<file path="config.mk">
export PLATFORM = sky130hd
export DESIGN_NAME = truth_table_sweeper
export DESIGN_NICKNAME = d
export VERILOG_FILES = /design/src/rtl/truth_table_sweeper.sv
export SDC_FILE = /design/constraint.sdc
export NUM_CORES = 1
export LEC_CHECK = 0
export CAP_MARGIN = 20
export CORE_UTILIZATION = 35
export CTS_CLUSTER_SIZE = 10
export DETAILED_ROUTE_END_ITERATION = 10
export GPL_TIMING_DRIVEN = 1
export HOLD_SLACK_MARGIN = 0.06
export MAX_ROUTING_LAYER = met4
export PLACE_DENSITY = 0.55
export SYNTH_ARGS = -nofsm -noshare
export SYNTH_HDL_FRONTEND = slang
export SYNTH_SLANG_ARGS = --single-unit
</file>
<file path="constraint.sdc">
create_clock -name clk -period 3.5 [get_ports clk]
set_input_delay 0.525 -clock clk [delete_from_list [all_inputs] [get_ports clk]]
set_output_delay 0.525 -clock clk [all_outputs]
set_load 0.02 [all_outputs]
</file>
<file path="src/rtl/truth_table_sweeper.sv">
// Steps a 4-input function through all 16 vectors and captures its 16-bit truth table.
// Optional self-check against EXPECTED is enabled by defining SWEEP_CHECK_EN.
// The table output is named tbl because table is a reserved word.
module truth_table_sweeper #(
  parameter int unsigned HOLD_CYCLES = 20
`ifdef SWEEP_CHECK_EN
  ,
  parameter logic [15:0] EXPECTED    = 16'h0000
`endif
) (
  input  logic        clk,
  input  logic        rst,
  input  logic        start,
  input  logic        f,
  output logic        a,
  output logic        b,
  output logic        c,
  output logic        d,
  output logic [3:0]  idx,
  output logic        busy,
  output logic        done,
  output logic [15:0] tbl
`ifdef SWEEP_CHECK_EN
  ,
  output logic        pass,
  output logic        fail
`endif
);

  typedef enum logic [1:0] {StIdle, StDrive, StFinish} state_e;

  localparam logic [7:0] HoldLast = 8'(HOLD_CYCLES - 1);

  state_e      state_q, state_d;
  logic [3:0]  idx_q, idx_d;
  logic [7:0]  hold_q, hold_d;
  logic [15:0] tbl_q, tbl_d;
  logic        busy_q, busy_d;
  logic        done_q, done_d;

  always_comb begin
    state_d = state_q;
    idx_d   = idx_q;
    hold_d  = hold_q;
    tbl_d   = tbl_q;
    case (state_q)
      StIdle: begin
        if (start) begin
          state_d = StDrive;
          idx_d   = 4'd0;
          hold_d  = 8'd0;
          tbl_d   = 16'h0000;
        end
      end
      StDrive: begin
        hold_d = hold_q + 8'd1;
        // f has had HOLD_CYCLES-1 cycles to settle on the last hold cycle
        if (hold_q == HoldLast) begin
          tbl_d[idx_q] = f;
          hold_d       = 8'd0;
          if (idx_q == 4'd15) begin
            state_d = StFinish;
            idx_d   = 4'd0;
          end else begin
            idx_d = idx_q + 4'd1;
          end
        end
      end
      StFinish: state_d = StIdle;
      default:  state_d = StIdle;
    endcase
    busy_d = (state_d != StIdle);
    done_d = (state_d == StFinish);
  end

  always_ff @(posedge clk or posedge rst) begin
    if (rst) begin
      state_q <= StIdle;
      idx_q   <= 4'd0;
      hold_q  <= 8'd0;
      tbl_q   <= 16'h0000;
      busy_q  <= 1'b0;
      done_q  <= 1'b0;
    end else begin
      state_q <= state_d;
      idx_q   <= idx_d;
      hold_q  <= hold_d;
      tbl_q   <= tbl_d;
      busy_q  <= busy_d;
      done_q  <= done_d;
    end
  end

  assign {a, b, c, d} = idx_q;
  assign idx  = idx_q;
  assign busy = busy_q;
  assign done = done_q;
  assign tbl  = tbl_q;

`ifdef SWEEP_CHECK_EN
  logic pass_q, pass_d;
  logic fail_q, fail_d;

  // Verdict uses tbl_d so the final vector's sample is included
  always_comb begin
    pass_d = pass_q;
    fail_d = fail_q;
    if (state_q == StIdle && start) begin
      pass_d = 1'b0;
      fail_d = 1'b0;
    end else if (state_q == StDrive && state_d == StFinish) begin
      pass_d = (tbl_d == EXPECTED);
      fail_d = (tbl_d != EXPECTED);
    end
  end

  always_ff @(posedge clk or posedge rst) begin
    if (rst) begin
      pass_q <= 1'b0;
      fail_q <= 1'b0;
    end else begin
      pass_q <= pass_d;
      fail_q <= fail_d;
    end
  end

  assign pass = pass_q;
  assign fail = fail_q;
`endif

endmodule

</file>
=== After elaboration in Yosys (flattened, before gate mapping) ===
Cells that the tools add are included.

* Memory bits (read-only): 0
* Latch bits: 0
* Output and inout bits: 26
* Register bits after elaboration: 32
* Word-level logic and storage cells: 39
* Memories: 0
* Bits in writable memories: 0

* Magnitude comparators: 2
* Add/subtract/negate cells: 2
* Multiply operators: 0
* Equality and inequality tests: 6
* Divide/modulo/power cells: 0
* Muxes and demuxes: 17
* Bitwise gates (word level): 0
* Reductions and logical operators: 6
* Shift operators: 0

{| class="wikitable"
|+ Operators by type and width
! operator !! number
|-
| $mux 16 || 2
|-
| $pmux 16 s2 || 1
|-
| $bwmux 16 || 1
|-
| $mux 8 || 2
|-
| $pmux 8 s2 || 1
|-
| $mux 4 || 3
|-
| $add 8x1->8 const B || 1
|-
| $eq 8x5->1 const B || 1
|-
| $pmux 4 s2 || 1
|-
| $mux 2 || 3
|-
| $lt 4x5->1 const B || 1
|-
| $add 4x1->4 const B || 1
|-
| $demux 1 s4 || 1
|-
| $eq 4x4->1 const B || 1
|-
| $ge 4x1->1 const B || 1
|-
| $ne 2x2->1 const B || 2
|-
| $pmux 2 s2 || 1
|-
| $reduce_bool 2->1 || 2
|-
| $reduce_and 3->1 || 1
|-
| $eq 2x1->1 const B || 1
|-
| $eq 2x2->1 const B || 1
|-
| $logic_not 2->1 || 1
|-
| $reduce_and 2->1 || 1
|-
| $logic_and 1x1->1 || 1
|-
| $mux 1 || 1
|}

=== Depth between registers and ports, before layout ===
Gate-level depths: netlist of the first run.

* Word-level depth: 7
* Mapped depth: 6
* Mapped depth without buffers: 5

=== Worst setup path after synthesis of the first run ===
Ideal clock, no wire load.

* Path type: register to register
* Start point: register hold_q[0]
* End point: register tbl_q[15] (netlist: tbl[15])
* Arrival: 1.564 ns
* Cell stages (with the launch flop): 6
* Setup slack: 1.815 ns
* Data required time: 3.379 ns
* Setup time: 0.121 ns
* Cells stage by stage: dfrtp_1 ha_1 nor3b_2 a21oi_2 or3_1 a22o_1

* Longest elaborated chain between the ends: 3

{| class="wikitable"
|+ Ends and longest elaborated chain
! element !! RTL line !! RTL
|-
| start: declaration || 36 || <nowiki>logic [7:0] hold_q, hold_d;</nowiki>
|-
| start signal: assignment || 87 || <nowiki>hold_q <= hold_d;</nowiki>
|-
| $eq 8x5->1 || 58 || <nowiki>if (hold_q == HoldLast) begin</nowiki>
|-
| $ne 2x2->1 (no source line) || -- ||
|-
| $reduce_and 3->1 (no source line) || -- ||
|-
| end signal: assignment || 88 || <nowiki>tbl_q <= tbl_d;</nowiki>
|-
| end: declaration || 37 || <nowiki>logic [15:0] tbl_q, tbl_d;</nowiki>
|}

No other way between the ends.
A chain may end at the register's enable or synchronous reset.

=== Final worst setup path of the first run ===
* Start point: register state_q[1]
* End point: register tbl_q[15] (netlist: tbl[15])

* Longest elaborated chain between the ends: 3
* Elaborated cells between the ends (all ways): 7

{| class="wikitable"
|+ Ends and longest elaborated chain
! element !! RTL line !! RTL
|-
| start: declaration || 34 || <nowiki>state_e state_q, state_d;</nowiki>
|-
| start signal: assignment || 78 || <nowiki>state_q <= StIdle;</nowiki>
|-
| start signal: assignment || 85 || <nowiki>state_q <= state_d;</nowiki>
|-
| $eq 2x1->1 or $logic_not 2->1 (tied branches) || 46 || <nowiki>case (state_q)</nowiki>
|-
| $ne 2x2->1 (no source line) or $reduce_bool 2->1 (tied branches) || -- ||
|-
| $reduce_and 3->1 (no source line) || -- ||
|}

Several ways; a longest one is shown, not always the timed one.

==> summary.txt, run 1 <==
Status
  • Status: finished, violations left
  • Failing checks: DRC

Power and ir drop
  • Net Sw Power: a little under 700 uW
  • Static Leak: 0.8499 nW
  • Clock power frac: a little under a fifth
  • PD cells: roughly 800 mW/mm2
  • Overall power after layout: roughly 1.7 mW
  • Sw Ratio: between 40% and 50%
  • VDD IR max: about 0.32 mV
  • Combinational power share: between 40% and 50%
  • Sequential power share: between 30% and 40%
  • Internal power: around 980 uW

Timing
  • Period minus WS final: around 2.3 ns
  • Final setup viols: 0
  • Worst setup margin: ~1.2 ns
  • Worst hold slack: 0.5005 ns
  • Setup_tns: 0 ns
  • RSZ-0062 raised after global routing: no
  • Final hold viol count: 0
  • Slew Viols, Final: 0
  • Crit share post-route: roughly two thirds
  • Slew Limit Headroom: a little over two fifths
  • Fmax achieved: 437.3 MHz
  • Clk_skew: between 0.003 and 0.004 ns
  • Worst-Margin Slew: around 0.85 ns

Synthesis
  • Number of flops mapped to enable cells by yosys: 0
  • Cell with the most instances after synthesis: dfrtp_1
  • Yosys reg bits: 32
  • Top FF cell, synth: dfrtp_1
  • Synth warnings: 0
  • Syn avg cell area: 9.595 um2
  • Seq/Total Area, Yosys: a little under half
  • Top cells by area, synth: dfrtp_1 48%, o31ai_1 6.7%, o21ai_0 6.3%
  • Mapped Cells: around 180
  • Count of cell types in the netlist: 38
  • Cell Area, Synth: 0.001679 mm2
  • Synth async-reset ratio: 100.0%
  • Synthesized net count: around 180
  • Post-synth top area share: about 48%
  • Cell accounting for the most synthesized area: dfrtp_1
  • Commonest cells in the netlist: 32 x dfrtp_1, 21 x o21ai_0, 15 x o31ai_1

Clocking
  • H-Tree Depth: 2
  • CTS Hold Bufs: 0
  • Root Buffer: clkbuf_8
  • Postcts setup bufs: 0
  • CTS sink cnt: 32
  • CTS clk-pin slew, worst paths: 0.06 ns
  • Total CTS buffers: 5
  • # resized after CTS: 0
  • CTS tree: done
  • Deepest clock path buffer count: 2
  • Worst-skew pair later-pin latency: roughly 0.28 ns

Route
  • Post-DRT Antenna Nets: 0
  • TritonRoute pass-1 iters: 7
  • Vias/cell: ~5.7
  • Met2 Wirelength: 1.982 mm
  • DRC viols: 4
  • Routed WL: approximately 4.1 mm
  • Met1 Wirelength: 1.809 mm
  • Drt first-iter violations: roughly 100
  • Detailed-route via count: about 1400
  • Met3 routed WL: 241 um
  • Per-cell routed wire length: approximately 16 um
  • Top routing layer in use: met4

Die
  • Initial Util: between 30 and 40%
  • Site row count: 24
  • Die Area: slightly above 0.005 mm2
  • Die width: between 70 and 80 um
  • Core ar.: ~0.0045 mm2
  • Die H: between 70 and 80 um
  • I/O pin count: 30

Job
  • Max_cap viols: 0

Finish
  • Post-Layout Inst Area: a little over 0.002 mm2
  • Post-layout util: 46.45%
  • Layout cells sized above 1: 8.500%
  • Final nets: between 200 and 250
  • Area delta synth->final: 23.77%
  • Final non-filler cell total: approximately 250
  • Diodes inserted: 0

Placed design
  • HPWL Detailed: 2.923 mm
  • Inst Count DP: about 250
  • Placed cell area: between 0.0015 and 0.002 mm2
  • Routability cong.: roughly 0.84
  • Port buffer count: 29
  • Pre-CTS setup slack: around 1.3 ns

Critical path
  • Setup crit start: state_q[1]$_DFF_PP0_
  • Reg2reg path depth: 5
  • CP startpoint kind: register
  • CP Class: register to register
  • Crit-path max FO: 23
  • Reg-to-reg setup timing slack: 1.21 ns
  • Worst setup EP type: register
  • Crit-path slowest cell: nand2b_1
  • Crit-path cells: nand2b_1 -> a21oi_2 -> buf_4 -> or3_1 -> a22o_1
  • Worst Path Required: ~3.7 ns
  • Crit path capture: tbl[15]$_DFFE_PP0P_
  • R2R Path Start: state_q[1]$_DFF_PP0_
  • CP max stage delay: about 0.69 ns
  • WP buf/inv: 1
  • Critical path depth in cells: 5
  • Worst R2R End: tbl[15]$_DFFE_PP0P_
  • Critical path's top delay family: simple AND/OR/NAND/NOR gates
  • Worst EP arrival: 2.45 ns

GRT
  • GRT Util Overall: about 18%
  • Number of global-route vias before repair: 1427
  • Grt total ovfl: 0
  • First-pass GRT wire length: 6.893 mm
  • Largest net degree at the start of global routing: 33
  • Antenna violations before repair: 0

Worst hold path
  • Min-delay worst type: register to register
state kept, by name (all words and copies together) (netlist names):
signal and flops:
busy 1, done 1, hold_q 8, idx 4, state_q 2, tbl 16
worst min path at each step:
stage	start	endpoint	slack (ns)	cells past startpoint
2_1_floorplan	hold_q[1]$_DFFE_PP0P_	hold_q[1]$_DFFE_PP0P_	0.49	1
3_3_place_gp	tbl[15]$_DFFE_PP0P_	tbl[15]$_DFFE_PP0P_	0.50	1
3_5_place_dp	tbl[15]$_DFFE_PP0P_	tbl[15]$_DFFE_PP0P_	0.49	1
4_1_cts	tbl[15]$_DFFE_PP0P_	tbl[15]$_DFFE_PP0P_	0.51	1
5_1_grt	tbl[15]$_DFFE_PP0P_	tbl[15]$_DFFE_PP0P_	0.53	1
6_report	tbl[15]$_DFFE_PP0P_	tbl[15]$_DFFE_PP0P_	0.50	1
cells by family after synthesis:
family | after synthesis | synth area share, %
mux | 2 | 1.267
buf+inv | 19 | 5.365
fa+ha+maj | 5 | 3.726
flops | 32 | 47.69
simple gates | 51 | 17.44
compound gates | 66 | 24.52
power by group through the flow:
stage                     Clock [mW]  Combinational [mW]  Sequential [mW]
after floorplan                    0               0.430            0.668
after global placement             0               0.701            0.644
after detailed placement           0               0.707            0.651
after CTS                      0.315               0.711            0.644
after global routing           0.329               0.772            0.669
final                          0.308               0.708            0.648
cell type report:
class                      instances  area (um2)
fill                             424        2396
sequential                        32       800.8
multi-input combinational        124       788.3
timing repair buffer              31       305.3
clock buffer                       7       96.34
tap                               52       65.06
inverter                           6       22.52
cell usage in the layout (no fill, tap or decap), types with 6 or more instances in the layout:
cell | netlist | routed
o31ai_1 | 15 | 15
dfrtp_1 | 32 | 32
nor2_1 | 7 | 7
nand2_1 | 14 | 14
inv_1 | 6 | 6
a21oi_1 | 13 | 13
clkbuf_8 | 0 | 7
clkdlybuf4s50_1 | 0 | 29
o21ai_0 | 21 | 21
layer usage:
layer	vias up	track usage, %
met2	50	28.47
met1	691	22.94
met4	0	6.667
li1	689	-
met5	-	-
met3	9	4.641
Note: power is estimated with default switching activity, not from simulation.
==> run 2: changes to the inputs <==
==> constraint.sdc (replaced) <==
create_clock -name clk -period 2.32 [get_ports clk]
set_input_delay 0.348 -clock clk [delete_from_list [all_inputs] [get_ports clk]]
set_output_delay 0.348 -clock clk [all_outputs]
set_load 0.02 [all_outputs]
==> run 2 against run 1 <==
Effect of this change:
- setup slack got worse by 0.82 ns
- critical path depth decreased by 4
- the flow still finishes with violations (DRC)
- largest power group unchanged
- critical path type is now register to output pin
- final cell count increased by 1.2%
- global-route usage decreased by 0.10 points
==> summary.txt, run 2 (synthesized netlist as in run 1, its figures left out) <==
Die
  • Die Area: 0.005079 mm2 (unchanged)
  • Die width: 71.27 um (unchanged)
  • Initial Util: 37.53% (unchanged)
  • Core ar.: 0.004474 mm2 (unchanged)
  • I/O pin count: 30 (unchanged)
  • Site row count: 24 (unchanged)
  • Die H: 71.27 um (unchanged)

Power and ir drop
  • Sequential power share: 38.4% (was 38.9%)
  • Static Leak: 0.8565 nW (was 0.8499 nW)
  • Combinational power share: 45.1% (was 42.6%)
  • PD cells: 1176 mW/mm2 (was 800.5 mW/mm2)
  • Net Sw Power: 1.016 mW (was 680.9 uW)
  • Clock power frac: 16.5% (was 18.5%)
  • Overall power after layout: 2.448 mW (was 1.664 mW)
  • VDD IR max: 0.3882 mV (was 0.3165 mV)
  • Sw Ratio: 41.48% (was 40.93%)
  • Internal power: 1.433 mW (was 982.8 uW)

Placed design
  • Placed cell area: 0.002004 mm2 (was 0.001982 mm2)
  • Routability cong.: 0.8403 (was 0.8385)
  • HPWL Detailed: 2.834 mm (was 2.923 mm)
  • Inst Count DP: 248 (was 245)
  • Port buffer count: 29 (unchanged)

Clocking
  • CTS clk-pin slew, worst paths: 0.06 ns (about the same)
  • # resized after CTS: 0 (unchanged)
  • Worst-skew pair later-pin latency: 0.28 ns (about the same)
  • CTS tree: done (unchanged)
  • Deepest clock path buffer count: 2 (unchanged)
  • H-Tree Depth: 2 (unchanged)
  • Postcts setup bufs: 0 (unchanged)
  • CTS Hold Bufs: 0 (unchanged)
  • Root Buffer: clkbuf_8 (unchanged)
  • Total CTS buffers: 5 (unchanged)
  • CTS sink cnt: 32 (unchanged)

Critical path
  • Crit-path max FO: 16 (was 23)
  • CP Class: register to output pin (was register to register)
  • Critical path's top delay family: buffers and inverters (was simple AND/OR/NAND/NOR gates)
  • Worst EP arrival: 1.58 ns (was 2.45 ns)
  • Crit-path slowest cell: clkdlybuf4s50_1 (was nand2b_1)
  • Worst setup EP type: output pin (was register)
  • CP startpoint kind: register (unchanged)
  • Reg-to-reg setup timing slack: 0.46 ns (was 1.21 ns)
  • CP max stage delay: 0.69 ns (about the same)
  • Worst Path Required: 1.97 ns (was 3.67 ns)
  • Crit-path cells: clkdlybuf4s50_1 (was nand2b_1 -> a21oi_2 -> buf_4 -> or3_1 -> a22o_1)
  • WP buf/inv: 1 (unchanged)

GRT
  • GR peak layer: met2 (unchanged)
  • Antenna violations before repair: 0 (unchanged)
  • GRT Util Overall: 18.12% (was 18.22%)
  • Number of global-route vias before repair: 1436 (was 1427)
  • Met2 usage: 27.62% (was 28.47%)
  • First-pass GRT wire length: 6.879 mm (was 6.893 mm)
  • M3 GR Usage: 4.501% (was 4.641%)
  • M1 GR Usage: 22.62% (was 22.94%)
  • Largest net degree at the start of global routing: 33 (unchanged)
  • Grt total ovfl: 0 (unchanged)

Timing
  • Crit share post-route: 83.17%
  • Slew Viols, Final: 0 (unchanged)
  • Slew Limit Headroom: 71.24% (was 43.62%)
  • Clk_skew: 0.002929 ns (was 0.003440 ns)
  • Worst-Margin Slew: 0.4315 ns (was 0.8456 ns)
  • Final setup viols: 0 (unchanged)
  • Fmax achieved: ~520 MHz
  • RSZ-0062 raised after global routing: no (unchanged)
  • Setup_tns: 0 ns (unchanged)
  • Period minus WS final: between 1.5 and 2 ns
  • Worst hold slack: 0.4481 ns (was 0.5005 ns)
  • Final hold viol count: 0 (unchanged)

Route
  • Detailed-route via count: 1439 (unchanged)
  • Vias/cell: 5.643 (was 5.710)
  • Routed WL: 3.947 mm (was 4.101 mm)
  • Per-cell routed wire length: 15.48 um (was 16.27 um)
  • Drt first-iter violations: 115 (was 101)
  • TritonRoute pass-1 iters: 7 (unchanged)
  • Post-DRT Antenna Nets: 0 (unchanged)
  • DRC viols: 4 (unchanged)

Finish
  • Final nets: 212 (was 209)
  • Max FFs per register: 16 (unchanged)
  • Area delta synth->final: 23.99% (was 23.77%)
  • Commonest non-fill, non-tap cell in the layout: dfrtp_1 (unchanged)
  • Final non-filler cell total: 255 (was 252)
  • Layout cells sized above 1: 9.360% (was 8.500%)
  • Post-Layout Inst Area: 0.002082 mm2 (was 0.002078 mm2)
  • Diodes inserted: 0 (unchanged)
  • Most frequent cells in the layout: 32 x dfrtp_1, 29 x clkdlybuf4s50_1, 21 x o21ai_0 (unchanged)

Status
  • Failing checks: DRC (unchanged)
  • Status: finished, violations left (unchanged)

Worst hold path
  • Min-delay worst type: primary input to asynchronous set/reset pin (was register to register)

Job
  • Max_cap viols: 0 (unchanged)
run 2: through the flow:
| step | worst slack [ns] | utilization [%] |
|---|---|---|
| finish | 0.3904 | 46.53 |
| detailed placement | 0.3462 | 44.80 |
| CTS | 0.3883 | 46.53 |
| floorplan | 0.6348 | - |
| global placement | 0.3918 | 44.80 |
| global route | 0.2366 | 46.53 |
run 2: cell type report:
type | count | area (um2)
multi-input combinational | 124 | 788.3
clock buffer | 6 | 72.57
sequential | 32 | 800.8
fill | 443 | 2392
timing repair buffer | 34 | 327.8
tap | 52 | 65.06
inverter | 6 | 22.52
clock inverter | 1 | 5.005
run 2: worst paths after layout:
path | startpoint | endpoint | cells past startpoint
setup / recovery | idx[3]$_DFFE_PP0P_ | a | 1
hold / removal | rst | tbl[3]$_DFFE_PP0P_ | 3
setup reg to reg | hold_q[0]$_DFFE_PP0P_ | tbl[2]$_DFFE_PP0P_ | 6
hold reg to reg | tbl[15]$_DFFE_PP0P_ | tbl[15]$_DFFE_PP0P_ | 1
max in group asynchronous | rst | idx[0]$_DFFE_PP0P_ | 3
min in group clk | tbl[15]$_DFFE_PP0P_ | tbl[15]$_DFFE_PP0P_ | 1
run 2: metal layers:
metal | wire length (um) | up-vias
met1 | 1842 | 691
met3 | 178 | 6
met5 | 0 | -
li1 | - | 700
met4 | 72 | 0
met2 | 1854 | 42
run 2: power by group through the flow:
stage | sequential, mW | combinational (mW) | clock [mW]
floorplan | 1.01 | 0.649 | 0
global placement | 0.943 | 1.10 | 0
detailed placement | 0.946 | 1.11 | 0
CTS | 0.939 | 1.11 | 0.422
global route | 0.973 | 1.21 | 0.445
finish | 0.939 | 1.10 | 0.405
